## config.mk

```make
export PLATFORM = sky130hd
export DESIGN_NAME = axi_rd_arbiter_flat
export DESIGN_NICKNAME = d
export VERILOG_FILES = /design/src/rtl/axi_rd_arbiter_if.sv /design/src/rtl/axi_rd_arbiter.sv /design/src/flat_wrapper.sv
export SDC_FILE = /design/constraint.sdc
export NUM_CORES = 1
export LEC_CHECK = 0
export BUFFER_PORTS_ARGS = -buffer_cell sky130_fd_sc_hd__buf_4
export CORE_AREA = 10 10 101 103
export CTS_CLUSTER_SIZE = 40
export DETAILED_ROUTE_END_ITERATION = 10
export DIE_AREA = 0 0 111 113
export HOLD_SLACK_MARGIN = 0.08
export PLACE_DENSITY_LB_ADDON = 0.1
export SLEW_MARGIN = 20
export SYNTH_ARGS = -nofsm -noshare
export SYNTH_HDL_FRONTEND = slang
export SYNTH_SLANG_ARGS = --single-unit
```

## constraint.sdc

```tcl
create_clock -name clk -period 3.88 [get_ports clk]
set_input_delay 0.582 -clock clk [delete_from_list [all_inputs] [get_ports clk]]
set_output_delay 0.582 -clock clk [all_outputs]
set_load 0.01 [all_outputs]
```

## src/rtl/axi_rd_arbiter_if.sv

```systemverilog
// ============================================================================
// Module : axi_ar / axi_r
// Brief  : AXI read address and read data channel bundles with master/slave views.
// Rev    : 1.0
// ============================================================================
`default_nettype none

interface axi_ar;
    logic [3:0]  arid;
    logic [31:0] araddr;
    logic [7:0]  arlen;
    logic [2:0]  arsize;
    logic [1:0]  arburst;
    logic        arvalid;
    logic        arready;

    modport master (output arid, araddr, arlen, arsize, arburst, arvalid, input arready);
    modport slave  (input arid, araddr, arlen, arsize, arburst, arvalid, output arready);
endinterface

interface axi_r;
    logic [3:0]  rid;
    logic [31:0] rdata;
    logic [1:0]  rresp;
    logic        rlast;
    logic        rvalid;
    logic        rready;

    modport master (output rid, rdata, rresp, rlast, rvalid, input rready);
    modport slave  (input rid, rdata, rresp, rlast, rvalid, output rready);
endinterface

`default_nettype wire

```

## src/rtl/axi_rd_arbiter.sv

```systemverilog
// ============================================================================
// Module : axi_rd_arbiter
// Brief  : Two-requester AXI read arbiter, one burst in flight, ARLEN length check.
// Rev    : 1.0
// ============================================================================
`default_nettype none

module axi_rd_arbiter #(
    parameter int MAX_LEN = 8,
    parameter int FAIR_RR = 1
) (
    input  logic  clk,
    input  logic  rst,
    axi_ar.slave  m0_ar,
    axi_r.master  m0_r,
    axi_ar.slave  m1_ar,
    axi_r.master  m1_r,
    axi_ar.master s_ar,
    axi_r.slave   s_r,
    output logic  len_err
);

    typedef enum logic [1:0] {
        IDLE = 2'd0,
        ADDR = 2'd1,
        DATA = 2'd2
    } state_t;

    state_t             state_q;
    logic               grant_q;
    logic               rr_ptr_q;
    logic               len_err_q;
    logic [MAX_LEN-1:0] len_q;
    logic [MAX_LEN-1:0] beat_cnt_q;

    logic       grant_d;
    logic       gnt_arvalid;
    logic       gnt_rready;
    logic [7:0] gnt_arlen;
    logic       in_addr;
    logic       in_data;
    logic       ar_hs;
    logic       r_hs;
    logic       cnt_hit;

    assign in_addr = (state_q == ADDR);
    assign in_data = (state_q == DATA);

    // Round-robin only matters on contention; a lone requester always wins.
    assign grant_d = (m0_ar.arvalid && m1_ar.arvalid)
                   ? ((FAIR_RR != 0) ? rr_ptr_q : 1'b0)
                   : m1_ar.arvalid;

    assign gnt_arvalid = grant_q ? m1_ar.arvalid : m0_ar.arvalid;
    assign gnt_rready  = grant_q ? m1_r.rready   : m0_r.rready;
    assign gnt_arlen   = grant_q ? m1_ar.arlen   : m0_ar.arlen;

    assign s_ar.arid    = grant_q ? m1_ar.arid    : m0_ar.arid;
    assign s_ar.araddr  = grant_q ? m1_ar.araddr  : m0_ar.araddr;
    assign s_ar.arlen   = gnt_arlen;
    assign s_ar.arsize  = grant_q ? m1_ar.arsize  : m0_ar.arsize;
    assign s_ar.arburst = grant_q ? m1_ar.arburst : m0_ar.arburst;
    assign s_ar.arvalid = in_addr && gnt_arvalid;

    assign m0_ar.arready = in_addr && !grant_q && s_ar.arready;
    assign m1_ar.arready = in_addr &&  grant_q && s_ar.arready;

    assign ar_hs   = s_ar.arvalid && s_ar.arready;
    assign r_hs    = in_data && s_r.rvalid && s_r.rready;
    assign cnt_hit = (beat_cnt_q == len_q);

    assign s_r.rready = in_data && gnt_rready;

    // A burst cut short by the counter still looks properly terminated upstream.
    assign m0_r.rid    = s_r.rid;
    assign m0_r.rdata  = s_r.rdata;
    assign m0_r.rresp  = s_r.rresp;
    assign m0_r.rlast  = s_r.rlast || cnt_hit;
    assign m0_r.rvalid = in_data && !grant_q && s_r.rvalid;

    assign m1_r.rid    = s_r.rid;
    assign m1_r.rdata  = s_r.rdata;
    assign m1_r.rresp  = s_r.rresp;
    assign m1_r.rlast  = s_r.rlast || cnt_hit;
    assign m1_r.rvalid = in_data && grant_q && s_r.rvalid;

    assign len_err = len_err_q;

    always_ff @(posedge clk or negedge rst) begin
        if (!rst) begin
            state_q    <= IDLE;
            grant_q    <= 1'b0;
            rr_ptr_q   <= 1'b0;
            len_err_q  <= 1'b0;
            len_q      <= '0;
            beat_cnt_q <= '0;
        end else begin
            len_err_q <= 1'b0;
            case (state_q)
                IDLE: begin
                    if (m0_ar.arvalid || m1_ar.arvalid) begin
                        grant_q  <= grant_d;
                        rr_ptr_q <= ~grant_d;
                        state_q  <= ADDR;
                    end
                end
                ADDR: begin
                    if (ar_hs) begin
                        len_q      <= MAX_LEN'(gnt_arlen);
                        beat_cnt_q <= '0;
                        state_q    <= DATA;
                    end else if (!gnt_arvalid) begin
                        state_q <= IDLE;
                    end
                end
                DATA: begin
                    if (r_hs) begin
                        beat_cnt_q <= beat_cnt_q + MAX_LEN'(1);
                        if (s_r.rlast || cnt_hit) begin
                            state_q   <= IDLE;
                            len_err_q <= (s_r.rlast != cnt_hit);
                        end
                    end
                end
                default: state_q <= IDLE;
            endcase
        end
    end

endmodule

`default_nettype wire

```

## src/flat_wrapper.sv

```systemverilog
// flat-port wrapper written by rule: the top's interface ports become plain ports
module axi_rd_arbiter_flat 
#(
    parameter int MAX_LEN = 8,
    parameter int FAIR_RR = 1
)
  (clk, rst, len_err, m0_ar_arid, m0_ar_araddr, m0_ar_arlen, m0_ar_arsize, m0_ar_arburst, m0_ar_arvalid, m0_ar_arready, m0_r_rid, m0_r_rdata, m0_r_rresp, m0_r_rlast, m0_r_rvalid, m0_r_rready, m1_ar_arid, m1_ar_araddr, m1_ar_arlen, m1_ar_arsize, m1_ar_arburst, m1_ar_arvalid, m1_ar_arready, m1_r_rid, m1_r_rdata, m1_r_rresp, m1_r_rlast, m1_r_rvalid, m1_r_rready, s_ar_arid, s_ar_araddr, s_ar_arlen, s_ar_arsize, s_ar_arburst, s_ar_arvalid, s_ar_arready, s_r_rid, s_r_rdata, s_r_rresp, s_r_rlast, s_r_rvalid, s_r_rready);
  axi_ar m0_ar_i ();
  axi_r m0_r_i ();
  axi_ar m1_ar_i ();
  axi_r m1_r_i ();
  axi_ar s_ar_i ();
  axi_r s_r_i ();
  input  logic clk;
  input  logic rst;
  output logic len_err;
  input wire logic [$bits(m0_ar_i.arid)-1:0] m0_ar_arid;
  input wire logic [$bits(m0_ar_i.araddr)-1:0] m0_ar_araddr;
  input wire logic [$bits(m0_ar_i.arlen)-1:0] m0_ar_arlen;
  input wire logic [$bits(m0_ar_i.arsize)-1:0] m0_ar_arsize;
  input wire logic [$bits(m0_ar_i.arburst)-1:0] m0_ar_arburst;
  input wire logic [$bits(m0_ar_i.arvalid)-1:0] m0_ar_arvalid;
  output wire logic [$bits(m0_ar_i.arready)-1:0] m0_ar_arready;
  output wire logic [$bits(m0_r_i.rid)-1:0] m0_r_rid;
  output wire logic [$bits(m0_r_i.rdata)-1:0] m0_r_rdata;
  output wire logic [$bits(m0_r_i.rresp)-1:0] m0_r_rresp;
  output wire logic [$bits(m0_r_i.rlast)-1:0] m0_r_rlast;
  output wire logic [$bits(m0_r_i.rvalid)-1:0] m0_r_rvalid;
  input wire logic [$bits(m0_r_i.rready)-1:0] m0_r_rready;
  input wire logic [$bits(m1_ar_i.arid)-1:0] m1_ar_arid;
  input wire logic [$bits(m1_ar_i.araddr)-1:0] m1_ar_araddr;
  input wire logic [$bits(m1_ar_i.arlen)-1:0] m1_ar_arlen;
  input wire logic [$bits(m1_ar_i.arsize)-1:0] m1_ar_arsize;
  input wire logic [$bits(m1_ar_i.arburst)-1:0] m1_ar_arburst;
  input wire logic [$bits(m1_ar_i.arvalid)-1:0] m1_ar_arvalid;
  output wire logic [$bits(m1_ar_i.arready)-1:0] m1_ar_arready;
  output wire logic [$bits(m1_r_i.rid)-1:0] m1_r_rid;
  output wire logic [$bits(m1_r_i.rdata)-1:0] m1_r_rdata;
  output wire logic [$bits(m1_r_i.rresp)-1:0] m1_r_rresp;
  output wire logic [$bits(m1_r_i.rlast)-1:0] m1_r_rlast;
  output wire logic [$bits(m1_r_i.rvalid)-1:0] m1_r_rvalid;
  input wire logic [$bits(m1_r_i.rready)-1:0] m1_r_rready;
  output wire logic [$bits(s_ar_i.arid)-1:0] s_ar_arid;
  output wire logic [$bits(s_ar_i.araddr)-1:0] s_ar_araddr;
  output wire logic [$bits(s_ar_i.arlen)-1:0] s_ar_arlen;
  output wire logic [$bits(s_ar_i.arsize)-1:0] s_ar_arsize;
  output wire logic [$bits(s_ar_i.arburst)-1:0] s_ar_arburst;
  output wire logic [$bits(s_ar_i.arvalid)-1:0] s_ar_arvalid;
  input wire logic [$bits(s_ar_i.arready)-1:0] s_ar_arready;
  input wire logic [$bits(s_r_i.rid)-1:0] s_r_rid;
  input wire logic [$bits(s_r_i.rdata)-1:0] s_r_rdata;
  input wire logic [$bits(s_r_i.rresp)-1:0] s_r_rresp;
  input wire logic [$bits(s_r_i.rlast)-1:0] s_r_rlast;
  input wire logic [$bits(s_r_i.rvalid)-1:0] s_r_rvalid;
  output wire logic [$bits(s_r_i.rready)-1:0] s_r_rready;
  assign m0_ar_i.arid = m0_ar_arid;
  assign m0_ar_i.araddr = m0_ar_araddr;
  assign m0_ar_i.arlen = m0_ar_arlen;
  assign m0_ar_i.arsize = m0_ar_arsize;
  assign m0_ar_i.arburst = m0_ar_arburst;
  assign m0_ar_i.arvalid = m0_ar_arvalid;
  assign m0_ar_arready = m0_ar_i.arready;
  assign m0_r_rid = m0_r_i.rid;
  assign m0_r_rdata = m0_r_i.rdata;
  assign m0_r_rresp = m0_r_i.rresp;
  assign m0_r_rlast = m0_r_i.rlast;
  assign m0_r_rvalid = m0_r_i.rvalid;
  assign m0_r_i.rready = m0_r_rready;
  assign m1_ar_i.arid = m1_ar_arid;
  assign m1_ar_i.araddr = m1_ar_araddr;
  assign m1_ar_i.arlen = m1_ar_arlen;
  assign m1_ar_i.arsize = m1_ar_arsize;
  assign m1_ar_i.arburst = m1_ar_arburst;
  assign m1_ar_i.arvalid = m1_ar_arvalid;
  assign m1_ar_arready = m1_ar_i.arready;
  assign m1_r_rid = m1_r_i.rid;
  assign m1_r_rdata = m1_r_i.rdata;
  assign m1_r_rresp = m1_r_i.rresp;
  assign m1_r_rlast = m1_r_i.rlast;
  assign m1_r_rvalid = m1_r_i.rvalid;
  assign m1_r_i.rready = m1_r_rready;
  assign s_ar_arid = s_ar_i.arid;
  assign s_ar_araddr = s_ar_i.araddr;
  assign s_ar_arlen = s_ar_i.arlen;
  assign s_ar_arsize = s_ar_i.arsize;
  assign s_ar_arburst = s_ar_i.arburst;
  assign s_ar_arvalid = s_ar_i.arvalid;
  assign s_ar_i.arready = s_ar_arready;
  assign s_r_i.rid = s_r_rid;
  assign s_r_i.rdata = s_r_rdata;
  assign s_r_i.rresp = s_r_rresp;
  assign s_r_i.rlast = s_r_rlast;
  assign s_r_i.rvalid = s_r_rvalid;
  assign s_r_rready = s_r_i.rready;
  axi_rd_arbiter #(.MAX_LEN(MAX_LEN), .FAIR_RR(FAIR_RR)) u_core (.clk(clk), .rst(rst), .m0_ar(m0_ar_i), .m0_r(m0_r_i), .m1_ar(m1_ar_i), .m1_r(m1_r_i), .s_ar(s_ar_i), .s_r(s_r_i), .len_err(len_err));
endmodule
```

==> results of run 1 <==
worst paths after layout:
kind	from	to	slack [ns]
setup / recovery	u_core.grant_q$_DFFE_PN0P_	s_ar_araddr[18]	1.24
hold / removal	rst	u_core.len_q[6]$_DFFE_PN0P_	0.19
setup reg to reg	u_core.grant_q$_DFFE_PN0P_	u_core.len_q[3]$_DFFE_PN0P_	1.91
hold reg to reg	u_core.rr_ptr_q$_DFFE_PN0P_	u_core.rr_ptr_q$_DFFE_PN0P_	0.50
max in group asynchronous	rst	u_core.grant_q$_DFFE_PN0P_	3.44
min in group clk	u_core.rr_ptr_q$_DFFE_PN0P_	u_core.rr_ptr_q$_DFFE_PN0P_	0.50
per-layer routing:
metal	up-vias	global-route usage (%)	wire [um]
met5	-	0	0
met4	0	2.344	46
met3	4	9.033	1313
met2	144	23.70	4818
met1	906	16.42	3860
li1	934	-	-
worst register-to-register path, stage by stage (launching register included):
cell and delay, ns:
dfrtp_2 0.64, buf_4 0.54, mux2_2 0.43, mux2_2 0.26
registers in the layout (all words and copies together), names as in the netlist:
name	flops
u_core.beat_cnt_q	8
u_core.grant_q	1
u_core.len_err	1
u_core.len_q	8
u_core.rr_ptr_q	1
u_core.state_q	2
layout make-up:
class                           instances  share of cell area (%)
Tap cell                              105                   4.193
Clock inverter                          1                  0.1597
Sequential cell                        21                   16.81
Timing Repair Buffer                  166                   39.78
Inverter                                8                  0.9585
Clock buffer                            3                   1.318
Multi-Input combinational cell        127                   36.78
placed cells by master (no fill, tap or decap), drive strengths merged, types with 2 or more instances in the layout:
cell	netlist	layout
a21oi	4	4
xor2	8	8
or4	2	2
dfrtp	21	21
nand2	4	4
nor4	4	4
o21ai	3	3
nand3	3	3
mux2	58	58
nor3b	2	2
mux2i	3	3
buf	85	166
a31oi	4	4
nand3b	2	2
ha	2	2
o31ai	2	2
inv	8	8
clkbuf	1	3
o41a	2	2
nor2	10	10
per-stage QoR:
step	utilization [%]	hold slack (ns)	setup slack (ns)	cells	area, um2
3_3_place_gp	37.95	0.4801	1.530	427	3087
5_1_grt	38.52	0.2058	1.137	431	3133
6_report	38.52	0.1890	1.241	431	3133
4_1_cts	38.52	0.2000	1.194	431	3133
3_5_place_dp	37.95	0.4870	1.494	427	3087
2_1_floorplan	-	0.2864	1.915	242	2342
power by group through the flow:
stage	sequential [mW]	combinational (mW)	clock [mW]
6_report	0.418	1.09	0.153
4_1_cts	0.421	1.12	0.157
3_5_place_dp	0.426	1.11	0
5_1_grt	0.435	1.17	0.166
2_1_floorplan	0.366	0.760	0
3_3_place_gp	0.424	1.11	0
cell families after synthesis:
logic type,count (synthesis)
adders and majority gates,2
buffers and inverters,94
muxes,61
xor gates and xnor gates,8
and+or+nand+nor,35
DFF,21
AOI/OAI and AO/OA,21
==> results by group, run 1 <==
Logic synthesis
  – #FFs+latches synth: 21
  – Top FF cell, synth: dfrtp_1
  – Post-synth ARST share: 100.0%
  – Cell accounting for the most synthesized area: mux2_2
  – Mapped cell area: roughly 2300 um2
  – Mapped Cells: 242
  – Ys Warns: 0
  – Cell variety after synth: 39
  – Largest family of logic cells by synthesized area: multiplexers
  – Sequential area share after synthesis: 22.44%
  – Synth Area in Simple Gates: ~9.2%
  – Synth Area in Compound Gates: between 6 and 7%
  – Count leader, synth: buf_4
  – Syn avg cell area: 9.679 um2
  – Post-Synth Adder-Cell Area: under 10%
  – Top cells by count, synth: 77 x buf_4, 58 x mux2_2, 21 x dfrtp_1, 9 x nor2_1
  – Top cells by area, synth: mux2_2 28%, buf_4 25%, dfrtp_1 22%
  – Post-Synth XOR/XNOR Area: about 3%
  – Mux cell area share after synthesis: between 20% and 30%
  – Net count after synthesis: 389
  – Number of enable flip-flop cells after synthesis: 0
  – Synth top area share: between 20% and 30%

Clock tree
  – Clock sink total: 21
  – Reg clk slew, reported paths: approximately 0.080 ns
  – Hold-fix buffers, CTS: 0
  – H-tree depth: 1
  – CTS tree: done
  – CTS Buffer Depth: 2
  – Cts bufs inserted: 3
  – Post-CTS resize count: 0
  – Clock Latency Late Sink: ~0.27 ns
  – Root Driver: clkbuf_8
  – Post-CTS setup buffers: 0

Finish
  – Share of layout cells above drive strength 1: 71.17%
  – Nets@finish: 474
  – Layout area overhead: 33.76%
  – Area of the multi-input gates: between 1000 and 1500 um2
  – Fillers: just over 800
  – Storage cell area: roughly 530 um2
  – Ant diodes: 0

Setup path
  – Crit path depth: 3
  – Worst Reg2Reg Path Length in Cells: 3
  – Arr. time, crit path: 2.06 ns
  – CP Launch Type: register
  – Critical path type: register to output port
  – Nature of the critical path endpoint: output port
  – Crit Path Max Fanout: 41
  – Worst path top cell family by delay: buffers and inverters
  – CP Cell Sequence: buf_4 > mux2_2 > buf_4
  – WP buf/inv: 2
  – Critical Path RT: 3.30 ns
  – Worst-path cell with the longest stage delay: dfrtp_2
  – Max stage delay on crit path: between 0.6 and 0.7 ns
  – CP most frequent cell: buf_4

Timing
  – Final setup fails: 0
  – Clk_skew: 0.002061 ns
  – Sum Neg Setup Slack: 0 ns
  – RSZ-0062 raised after global routing: false
  – Final worst-path cycle share: about two thirds
  – Min Tclk post-route: approximately 2.6 ns
  – Slew @ Worst Pin: about 0.53 ns
  – Slew Viols, Final: 0
  – Fmax: roughly 0.38 GHz
  – Final hold violation count: 0
  – Worst slew margin: 64.86%

Placement
  – Port bufs: 164
  – Gpl congestion: around 0.81
  – DP Wirelength: 8.686 mm

Hold path
  – Hold Path Class: input port to asynchronous set/reset pin

Die
  – IO Count: roughly 280
  – Die Area: approximately 13000 um2
  – Die width: 111 um
  – Core Box Area: 8134 um2
  – Initial Util: between 20% and 30%
  – Cell row count: 33
  – Die height: 113 um

Flow run
  – Max-Cap Viols: 0

Power and ir drop
  – Clock share of power: approximately 9%
  – Combinational fraction of design power: 65.6%
  – Int Pwr: about 1000 uW
  – Pwr Total: ~1.7 mW
  – Peak VDD IR: about 0.00021 V
  – Psw: 668.9 uW
  – Leak: roughly 1.5 nW
  – Sequential fraction of design power: between 20% and 30%
  – Pwr Density: around 530 nW/um2
  – Switching share of total power: roughly two fifths

Route
  – Routed vias: 1988
  – DRC: 0
  – Avg WL per Cell: ~23 um
  – 1st-iter DRT viols: 89
  – Vias per cell: around 4.6
  – Detail Route Antenna Nets: 0
  – Routed Wire Length: approximately 10 mm
  – Drt first pass iters: 4

Global route
  – Vias in the first global route: roughly 2100
  – Largest net degree at the start of global routing: between 40 and 50
  – GRT overflow: 0
  – First-pass GRT wire length: approximately 14 mm
  – Initial antenna violation count: 0
  – Total track usage: roughly 15%

Outcome
  – Outcome: complete, no violations
(Power assumes the default switching activity.)
==> run 2, diff against run 1 <==
- CORE_AREA: 10 10 101 103 -> 10 10 100 102
- DIE_AREA: 0 0 111 113 -> 0 0 110 112
- clock period: 3.88 -> 2.6 ns (I/O delays scaled with it)
==> run 2 against run 1 <==
Die area shrank 1.8%. Critical path depth up 3. Non-clock buffer count did not move. Clock power up 44%. Clock skew rose by 0.0012 ns. Hold slack improved by 0.17 ns. Largest power group unchanged. Combinational power increased by 55%. Utilization increased by 0.57 points. Wire length shrank 6.0%. Final cell count unchanged. Count of clock-buffer cells in the layout is 1 higher. Highest routed layer is now met5. First-iteration DRC count is 27% lower.
==> results by group, run 2 (synthesis results as in run 1) <==
Outcome
  – Outcome: complete, no violations

Global route
  – GRT overflow: 0
  – Largest net degree at the start of global routing: 56
  – Met1 usage: between 10% and 20%
  – Vias in the first global route: approximately 2200
  – First-pass GRT wire length: 13.14 mm
  – Total track usage: a little over an eighth
  – Grt peak-use layer: met2
  – Met3 Use GR: under 10%
  – Met2 usage: between 20% and 30%
  – Initial antenna violation count: 0

Clock tree
  – Clock sink total: 21
  – CTS tree: done
  – CTS Buffer Depth: 2
  – Cts bufs inserted: 3
  – Post-CTS setup buffers: 0
  – Post-CTS resize count: 0
  – Hold-fix buffers, CTS: 1
  – Clock Latency Late Sink: between 0.2 and 0.3 ns
  – Reg clk slew, reported paths: ~0.080 ns
  – H-tree depth: 1
  – Root Driver: clkbuf_8

Timing
  – Min Tclk post-route: roughly 2.1 ns
  – Sum Neg Setup Slack: 0 ns
  – Fmax: around 0.47 GHz
  – Slack of the critical path: 0.4634 ns
  – Hold_ws: around 0.36 ns
  – RSZ-0062 raised after global routing: false
  – Final worst-path cycle share: approximately 82%
  – Final setup fails: 0
  – Slew @ Worst Pin: approximately 0.96 ns
  – Slew Viols, Final: 0
  – Clk_skew: approximately 0.0033 ns
  – Final hold violation count: 0
  – Worst slew margin: between 30% and 40%

Placement
  – DP Wirelength: 7.995 mm
  – Place WS: about 0.70 ns
  – Number of cells after detailed placement: between 400 and 500
  – Port bufs: roughly 160
  – Gpl congestion: 0.8125

Finish
  – Ant diodes: 0
  – Area of the multi-input gates: 1152 um2
  – Largest regs: u_core.beat_cnt_q (8), u_core.len_q (8), u_core.state_q (2)
  – Final cell count without fillers: around 430
  – Storage cell area: around 530 um2
  – Share of layout cells above drive strength 1: a little over two thirds
  – Layout area overhead: 34.35%
  – Nets@finish: between 400 and 500
  – Commonest non-fill, non-tap cells in the layout: 164 x buf_4, 58 x mux2_2, 20 x dfrtp_1, 9 x nor2_1
  – Fillers: about 840
  – Most common cell after layout, fill and taps aside: buf_4

Hold path
  – Hold Path Class: input port to register
  – Hold Path Stages: 2
  – Worst hold start: m1_ar_arvalid
  – Hold Path Sink: u_core.rr_ptr_q$_DFFE_PN0P_

Setup path
  – CP Launch Type: register
  – Arr. time, crit path: around 1.8 ns
  – Worst r2r src: u_core.grant_q$_DFFE_PN0P_
  – Max stage delay on crit path: 0.46 ns
  – Nature of the critical path endpoint: output port
  – Critical path type: register to output port
  – Critical Path RT: around 2.2 ns
  – Worst-path cell with the longest stage delay: dfrtp_1
  – Crit Path Max Fanout: 7
  – FF-to-FF End: u_core.beat_cnt_q[6]$_DFFE_PN0P_
  – Worst path top cell family by delay: flip-flops
  – R2R setup slack: ~0.76 ns
  – WP buf/inv: 2
  – Worst Reg2Reg Path Length in Cells: 3
  – CP Cell Sequence: xor2_1 > nor4_1 > nand2_1 > ha_1 > inv_1 > buf_4

Route
  – Vias per cell: roughly 4.7
  – Avg WL per Cell: ~22 um
  – Detail Route Antenna Nets: 0
  – Routed vias: 2038
  – Drt first pass iters: 4
  – DRC: 0
  – 1st-iter DRT viols: 65
  – Routed Wire Length: 9.440 mm

Power and ir drop
  – Peak VDD IR: roughly 0.00075 V
  – Leak: approximately 1.5 nW
  – Pwr Density: a little under 800 nW/um2

Die
  – IO Count: between 200 and 300
  – Core Box Area: 8051 um2
  – Die height: about 110 um
  – Die Area: ~12000 um2
  – Die width: roughly 110 um
  – Initial Util: between 20% and 30%
  – Cell row count: 33

Flow run
  – Max-Cap Viols: 0
## run 2: changes by cell type in the layout (fill, tap and decap cells not counted), sizes merged
cell and delta:
dlygate4sd3 +1, clkbuf +1, clkinv -1, buf -1
## run 2: how the worst max path moves through the flow
stage                                                 from          to  slack [ns]  depth (start not counted)
after CTS                 u_core.beat_cnt_q[4]$_DFFE_PN0P_  m0_r_rlast        0.45                          6
after floorplan           u_core.beat_cnt_q[3]$_DFFE_PN0P_  m1_r_rlast        0.83                          7
final                     u_core.beat_cnt_q[4]$_DFFE_PN0P_  m0_r_rlast        0.46                          6
after detailed placement                       m1_r_rready  s_r_rready        0.70                          4
after global routing            u_core.grant_q$_DFFE_PN0P_  s_r_rready        0.31                          3
after global placement                         m1_r_rready  s_r_rready        0.72                          4
## run 2: final cells by class
type                    count  area share, %
multi-input cells         127          36.62
flip-flops and latches     21          16.74
well taps                 105          4.175
inverters                   8         0.9543
clock buffers               4          1.431
repair buffers            166          40.08
## run 2: metal layers
metal  vias up  part of all wire [%]
met4         2                  0.49
li1        939                     -
met3         7                    15
met2       170                    47
met5         -                  0.73
met1       920                    36
## run 2: power by group
part | switching [mW] | leakage (nW) | internal, mW | total (mW)
sequential | 0.134 | 0.265 | 0.450 | 0.584
clock | 0.111 | 0.0228 | 0.109 | 0.220
combinational | 0.747 | 1.24 | 0.939 | 1.69
total | 0.992 | 1.53 | 1.50 | 2.49
## run 2: stage by stage
| step | area, um2 | power [mW] | utilization [%] |
|---|---|---|---|
| global route | 3147 | 2.660 | 39.08 |
| floorplan | 2342 | 1.681 | - |
| finish | 3147 | 2.491 | 39.08 |
| CTS | 3147 | 2.543 | 39.08 |
| detailed placement | 3092 | 2.313 | 38.40 |
| global placement | 3092 | 2.314 | 38.40 |
